### src/rtl/axi_rd_arbiter.sv
`timescale 1ns/1ps
`default_nettype none
// ============================================================================
// Module   : axi_rd_arbiter
// Purpose  : Round-robin arbiter sharing one AXI4 read master (AR + R) between
//            NUM_REQ internal requesters. One INCR burst outstanding at a
//            time; R beats are routed back to the requester that owns the
//            burst.
// Ports    : clk, rst_n (async, active-low)
//            req_valid/req_addr/req_len/req_ready : per-requester burst request
//            rd_data/rd_resp/rd_last (shared), rd_valid/rd_ready (per requester)
//            axi_ar* : AXI read address channel (master side)
//            axi_r*  : AXI read data channel (master side)
//            err_rid : sticky RID mismatch flag
// Options  : AXI_RD_ARB_RID_CHECK_EN - when defined, every accepted R beat has
//            its RID compared to the issued ARID; a mismatch sets err_rid until
//            reset. When undefined, err_rid is 0 and axi_rid is ignored.
// Revision : 1.0 - initial release
// ============================================================================
module axi_rd_arbiter #(
    parameter int NUM_REQ    = 2,
    parameter int DATA_WIDTH = 32,
    parameter int ADDR_WIDTH = 32,
    parameter int ID_WIDTH   = 8
) (
    input  logic                          clk,
    input  logic                          rst_n,
    input  logic [NUM_REQ-1:0]            req_valid,
    input  logic [NUM_REQ*ADDR_WIDTH-1:0] req_addr,
    input  logic [NUM_REQ*8-1:0]          req_len,
    output logic [NUM_REQ-1:0]            req_ready,
    output logic [DATA_WIDTH-1:0]         rd_data,
    output logic [1:0]                    rd_resp,
    output logic                          rd_last,
    output logic [NUM_REQ-1:0]            rd_valid,
    input  logic [NUM_REQ-1:0]            rd_ready,
    output logic [ID_WIDTH-1:0]           axi_arid,
    output logic [ADDR_WIDTH-1:0]         axi_araddr,
    output logic [7:0]                    axi_arlen,
    output logic [2:0]                    axi_arsize,
    output logic [1:0]                    axi_arburst,
    output logic                          axi_arvalid,
    input  logic                          axi_arready,
    input  logic [ID_WIDTH-1:0]           axi_rid,
    input  logic [DATA_WIDTH-1:0]         axi_rdata,
    input  logic [1:0]                    axi_rresp,
    input  logic                          axi_rlast,
    input  logic                          axi_rvalid,
    output logic                          axi_rready,
    output logic                          err_rid
);

    localparam int              IDX_W      = $clog2(NUM_REQ);
    localparam logic [1:0]      S_IDLE     = 2'd0;
    localparam logic [1:0]      S_ADDR     = 2'd1;
    localparam logic [1:0]      S_DATA     = 2'd2;
    localparam logic [2:0]      C_ARSIZE   = 3'($clog2(DATA_WIDTH/8));
    localparam logic [1:0]      C_ARBURST  = 2'b01;
    localparam logic [IDX_W-1:0] C_LAST_IDX = IDX_W'(NUM_REQ-1);

    logic [1:0]            r_state;
    logic [IDX_W-1:0]      r_rr_ptr;
    logic [IDX_W-1:0]      r_grant;
    logic [ADDR_WIDTH-1:0] r_araddr;
    logic [7:0]            r_arlen;
    logic                  r_arvalid;
    logic                  r_err_rid;

    logic                  w_any;
    logic [IDX_W-1:0]      w_pick;
    logic [IDX_W-1:0]      w_idx;
    logic [ADDR_WIDTH-1:0] w_sel_addr;
    logic [7:0]            w_sel_len;
    logic                  w_grant_now;
    logic                  w_in_data;
    logic                  w_beat;

    // Walk the requesters starting at r_rr_ptr, wrapping at NUM_REQ, and
    // take the first one with a pending request.
    always_comb begin
        w_any  = 1'b0;
        w_pick = '0;
        w_idx  = r_rr_ptr;
        for (int k = 0; k < NUM_REQ; k++) begin
            if (!w_any && req_valid[w_idx]) begin
                w_any  = 1'b1;
                w_pick = w_idx;
            end
            w_idx = (w_idx == C_LAST_IDX) ? '0 : w_idx + IDX_W'(1);
        end
    end

    // Select the winning requester's address/length slice.
    always_comb begin
        w_sel_addr = '0;
        w_sel_len  = '0;
        for (int i = 0; i < NUM_REQ; i++) begin
            if (w_pick == IDX_W'(i)) begin
                w_sel_addr = req_addr[i*ADDR_WIDTH +: ADDR_WIDTH];
                w_sel_len  = req_len[i*8 +: 8];
            end
        end
    end

    // rst_n gates the accept pulse so req_ready drops at once on reset even
    // while a requester keeps req_valid high.
    assign w_grant_now = rst_n && (r_state == S_IDLE) && w_any;
    assign w_in_data   = (r_state == S_DATA);
    assign w_beat      = w_in_data && axi_rvalid && axi_rready;

    always_ff @(posedge clk or negedge rst_n) begin
        if (!rst_n) begin
            r_state   <= S_IDLE;
            r_rr_ptr  <= '0;
            r_grant   <= '0;
            r_araddr  <= '0;
            r_arlen   <= '0;
            r_arvalid <= 1'b0;
        end else begin
            case (r_state)
                S_IDLE: begin
                    if (w_any) begin
                        r_grant   <= w_pick;
                        r_araddr  <= w_sel_addr;
                        r_arlen   <= w_sel_len;
                        r_arvalid <= 1'b1;
                        r_state   <= S_ADDR;
                    end
                end
                S_ADDR: begin
                    if (axi_arready) begin
                        r_arvalid <= 1'b0;
                        r_rr_ptr  <= (r_grant == C_LAST_IDX) ? '0 : r_grant + IDX_W'(1);
                        r_state   <= S_DATA;
                    end
                end
                S_DATA: begin
                    // rlast alone closes the burst, whatever arlen said.
                    if (w_beat && axi_rlast) begin
                        r_state <= S_IDLE;
                    end
                end
                default: r_state <= S_IDLE;
            endcase
        end
    end

`ifdef AXI_RD_ARB_RID_CHECK_EN
    always_ff @(posedge clk or negedge rst_n) begin
        if (!rst_n) begin
            r_err_rid <= 1'b0;
        end else if (w_beat && (axi_rid != ID_WIDTH'(r_grant))) begin
            r_err_rid <= 1'b1;
        end
    end
`else
    logic w_unused_rid;
    assign w_unused_rid = ^axi_rid;
    assign r_err_rid    = 1'b0;
`endif

    assign req_ready   = w_grant_now ? (NUM_REQ'(1) << w_pick) : '0;

    assign axi_arid    = ID_WIDTH'(r_grant);
    assign axi_araddr  = r_araddr;
    assign axi_arlen   = r_arlen;
    assign axi_arsize  = C_ARSIZE;
    assign axi_arburst = C_ARBURST;
    assign axi_arvalid = r_arvalid;

    // R channel: only the owner of the burst sees valid or drives ready;
    // outside DATA the slave is stalled.
    assign rd_valid    = (w_in_data && axi_rvalid) ? (NUM_REQ'(1) << r_grant) : '0;
    assign axi_rready  = w_in_data && rd_ready[r_grant];
    assign rd_data     = axi_rdata;
    assign rd_resp     = axi_rresp;
    assign rd_last     = axi_rlast;

    assign err_rid     = r_err_rid;

endmodule
`default_nettype wire

### config.mk
export PLATFORM = sky130hd
export DESIGN_NAME = axi_rd_arbiter
export DESIGN_NICKNAME = d
export VERILOG_FILES = /design/src/rtl/axi_rd_arbiter.sv
export SDC_FILE = /design/constraint.sdc
export NUM_CORES = 1
export LEC_CHECK = 0
export CAP_MARGIN = 15
export CORE_MARGIN = 4
export CORE_UTILIZATION = 34
export DETAILED_ROUTE_END_ITERATION = 10
export GPL_ROUTABILITY_DRIVEN = 0
export PLACE_DENSITY = 0.79
export SETUP_SLACK_MARGIN = 0.2
export SKIP_CTS_REPAIR_TIMING = 1
export SLEW_MARGIN = 20
export SYNTH_ARGS = -nofsm -noshare
export SYNTH_HDL_FRONTEND = slang
export SYNTH_SLANG_ARGS = --single-unit
### constraint.sdc
create_clock -name clk -period 1.78 [get_ports clk]
set_clock_uncertainty 0.05 [all_clocks]
set_input_delay 0.178 -clock clk [delete_from_list [all_inputs] [get_ports clk]]
set_output_delay 0.178 -clock clk [all_outputs]
set_load 0.02 [all_outputs]
# Yosys cells after proc, flatten, opt, wreduce, memory -nomap -nowiden
# Index checks and enable logic that the tools add are counted.
# Widths: inputs -> output; s select.
dict set report totals {
  ff_bits 45
  inputBits 131
}
dict set report classes {
  add_sub_neg 2
  n_lt_le_gt_ge 3
  eq_ne 5
  n_shift 2
  n_mux 23
  n_reduce_logical 14
}
# cell n
set op_table {}
lappend op_table {{$mux 32} 1}
lappend op_table {{$mux 1} 14}
lappend op_table {{$mux 2} 5}
lappend op_table {{$mux 8} 1}
lappend op_table {{$logic_and 1x1->1} 7}
lappend op_table {{$lt 1x2->1 const B} 3}
lappend op_table {{$pmux 2 s3} 1}
lappend op_table {{$reduce_and 3->1} 2}
lappend op_table {{$ne 2x2->1 const B} 2}
lappend op_table {{$reduce_and 2->1} 2}
lappend op_table {{$shl 1x1->2 const A} 2}
lappend op_table {{$add 1x1->1 const B} 2}
lappend op_table {{$eq 2x1->1 const B} 1}
lappend op_table {{$eq 2x2->1 const B} 1}
lappend op_table {{$logic_not 2->1} 1}
lappend op_table {{$ne 2x1->1 const B} 1}
lappend op_table {{$pmux 1 s2} 1}
lappend op_table {{$reduce_bool 2->1} 1}
lappend op_table {{$logic_not 1->1} 1}

# Depth between registers and ports, before layout
dict set report depth {
  depth_word 8
  depth_mapped 7
  ltp_nobuf 3
}

# Least setup slack after synthesis
# Ideal clock, no wire load.
dict set report synth_timing {
  path_kind {flip-flop to output port}
  start {reg r_state[0]}
  end {out req_ready[0]}
  t_arrival_ns 1.355
  required_time_ns 1.552
  path_slack_ns 0.197
  path_stages_with_launch 4
  n_path_buf 0
  cell_sequence {dfrtp_1 nor2_1 nand2_1 nor3b_1}
}
dict set report synth_via {
  elab_chain_len 4
}
# element line_no
set synth_rtl {}
lappend synth_rtl {{start, declared} 61} ;# logic [1:0] r_state;
lappend synth_rtl {{start signal, assigned} 113} ;# r_state <= S_IDLE;
lappend synth_rtl {{start signal, assigned} 127} ;# r_state <= S_ADDR;
lappend synth_rtl {{start signal, assigned} 134} ;# r_state <= S_DATA;
lappend synth_rtl {{$logic_not 2->1} 107} ;# assign w_grant_now = rst_n && (r_state == S_IDLE) && w_any;
lappend synth_rtl {{$logic_and 1x1->1 (2 in series)} 107}
lappend synth_rtl {{$mux 2} 162} ;# assign req_ready = w_grant_now ? (NUM_REQ'(1) << w_pick) : '0;
lappend synth_rtl {{end, declared} 31} ;# output logic [NUM_REQ-1:0] req_ready,
# No other way between the ends.

# Final worst setup path
# Same ends and word-level chain as after synthesis.

==> reports/metrics.yaml <==
floorplanning:
  start_util_pct: 35.2
  coreArea_um2: 8260
  die_h_um: 100
  rows: 33
  ios: 226
  die_area_um2: 10100
  die_width_um: 100
critical_path:
  start_kind: "flop"
  path_buf_inv: 1
  critPathCaptureType: "primary output"
  r2r-start: "r_state[0]$_DFFE_PN0P_"
  r2r_end: "axi_araddr[7]$_DFFE_PN0P_"
  critPathMaxFanout: 5
  worst-path-stages: 4
  required_ns: 1.55
  critical_path.top_delay_family: "simple AND/OR/NAND/NOR gates"
  slowest_delay_ns: 0.45
  cp_data_arrival_time_ns: 1.36
  critPathCapture: "req_ready[0]"
  cp-startpoint: "r_state[0]$_DFFE_PN0P_"
  critPathKind: "flop to primary output"
  reg2reg_slack_ns: 0.26
  r2r.worst_path.cells: 5
  crit_chain: "nor2_4 -> nand2_2 -> nor3b_2 -> buf_4"
  slowest_stage: "dfrtp_2"
power_and_ir_drop:
  vdd.ir_drop.worst_mv: 0.629
  p_per_area_nw_per_um2: 1570
  cellLeakagePower_nw: 1.59
sta:
  setup_slack_ns: 0.195
  max_freq_mhz: 631
  setup_viol: 0
  hold_viol: 0
  period_minus_slack_ns: 1.59
  whs_ns: 0.306
  tns_ns: 0
  period_share_pct: 89.1
  rsz0062_at_grt: "yes"
  drv_slew: 0
grt:
  grt_max_degree: 41
  grt.overflow.total: 0
  grt_pass1_vias: 2862
  antenna_found_initial: 0
  grt_pass1_wl_um: 14200
  grt_usage_pct: 17.4
cts:
  clockRootBuffer: "clkbuf_8"
  clockBufferDepth: 2
  worst_skew_pair.late_latency_ns: 0.29
  clkTransAtPathRegs_ns: 0.08
  htreeDepth: 2
  cts-buffers-inserted: 5
  cts_num_sinks: 45
  cts_tree: "yes"
drt:
  first_pass_iters: 6
  wl_um: 9130
  vias: 2740
  avgViaCountPerCell: 5.33
  ant_nets: 0
  wl_per_cell_um: 17.8
  drt_iter0_drc: 76
  drc_errors: 0
status:
  status: "complete, no violations"
logic_synthesis:
  yosysUniqueCellTypes: 24
  synth-seq-cells: 45
  synth-seq-area-share_pct: 38.7
  synthCells: 314
  syn_avg_cell_area_um2: 9.26
  syn-cell-area_um2: 2910
  ys.warnings.count: 0
finish:
  fill_cells: 771
  final_common_cell: "clkdlybuf4s50_1"
  drive_gt1_share_pct: 20.3
  num_antenna_cells: 0
  fin_nets: 539
  fin_area_um2: 4240
  syn_to_final_growth_pct: 45.8
  final_cell_mix: "129 x clkdlybuf4s50_1, 43 x dfrtp_1"
place:
  place_area_um2: 4090
  pre_cts_ws_ns: -0.229
  port_buffers: 136
  dp_hpwl_um: 6590
job:
  drv_cap: 0
worst_hold_path:
  hold_path_class: "input pin to primary output"
synth_stat cells, drive strengths merged:
library cell	count	share of area, %
nor2	3	0.39
nand3	40	6.9
or2	1	0.22
clkbuf	25	3.3
a22o	1	0.30
and2	1	0.30
mux2i	1	0.34
nand2b	2	0.43
and3	2	0.43
nor2b	3	0.65
a31oi	40	17
dfrtp	45	39
nor3b	1	0.26
nand2	7	0.90
nand3b	1	0.26
o21ai	43	7.4
a21oi	40	6.9
inv	1	0.13
conb	2	0.26
buf	55	15
metrics by stage:
step                utilization (%)  total power, mW  cells
floorplan                         -             4.24    325
global placement               49.5             5.75    502
detailed placement             49.5             5.86    502
CTS                            50.9             6.69    510
global route                   51.3             7.06    514
finish                         51.3             6.67    514
kinds of logic after synthesis:
| group | Yosys count | share of synthesized area (%) |
|---|---|---|
| mux | 1 | 0.344 |
| compound gates | 124 | 31.8 |
| buf+inv | 81 | 18.2 |
| flops | 45 | 38.7 |
| other cells | 2 | 0.258 |
| simple gates | 61 | 10.7 |
state kept, by name, summed over array words and instances (netlist names):
signal / flops
axi_araddr: 32
axi_arlen: 8
axi_arvalid: 1
r_grant: 1
r_rr_ptr: 1
r_state: 2
power by group:
group | switching (mW) | internal [mW]
logic | 2.10 | 1.90
clock network | 0.342 | 0.458
registers | 0.328 | 1.55
per-layer routing:
| metal | vias up | wire (um) | global-route usage, % |
|---|---|---|---|
| li1 | 1251 | - | - |
| met1 | 1340 | 3670 | 21.9 |
| met2 | 127 | 4580 | 29.2 |
| met3 | 22 | 716 | 3.04 |
| met4 | 0 | 163 | 7.46 |
| met5 | - | 0 | 0 |
how the worst min path moves through the flow:
stage / from / to / slack (ns) / cells past startpoint
5_1_grt: axi_rdata[15] / rd_data[15] / 0.31 / 0
4_1_cts: rst_n / axi_arlen[6]$_DFFE_PN0P_ / -0.15 / 2
3_5_place_dp: rst_n / axi_araddr[2]$_DFFE_PN0P_ / 0.17 / 2
3_3_place_gp: rst_n / axi_araddr[2]$_DFFE_PN0P_ / 0.15 / 2
6_report: axi_rdata[12] / rd_data[12] / 0.31 / 0
2_1_floorplan: rst_n / axi_araddr[0]$_DFFE_PN0P_ / -0.17 / 0
final cells by class:
class,count,area (um2),share of cell area (%)
multi-input combinational,199,1330,31.3
clock inverter,1,30.0,0.708
timing repair buffer,156,1530,36.2
sequential,45,1130,26.6
inverter,1,3.75,0.0885
clock buffer,7,86.3,2.04
tap,105,131,3.10
Note: power is estimated with default switching activity, not from simulation.
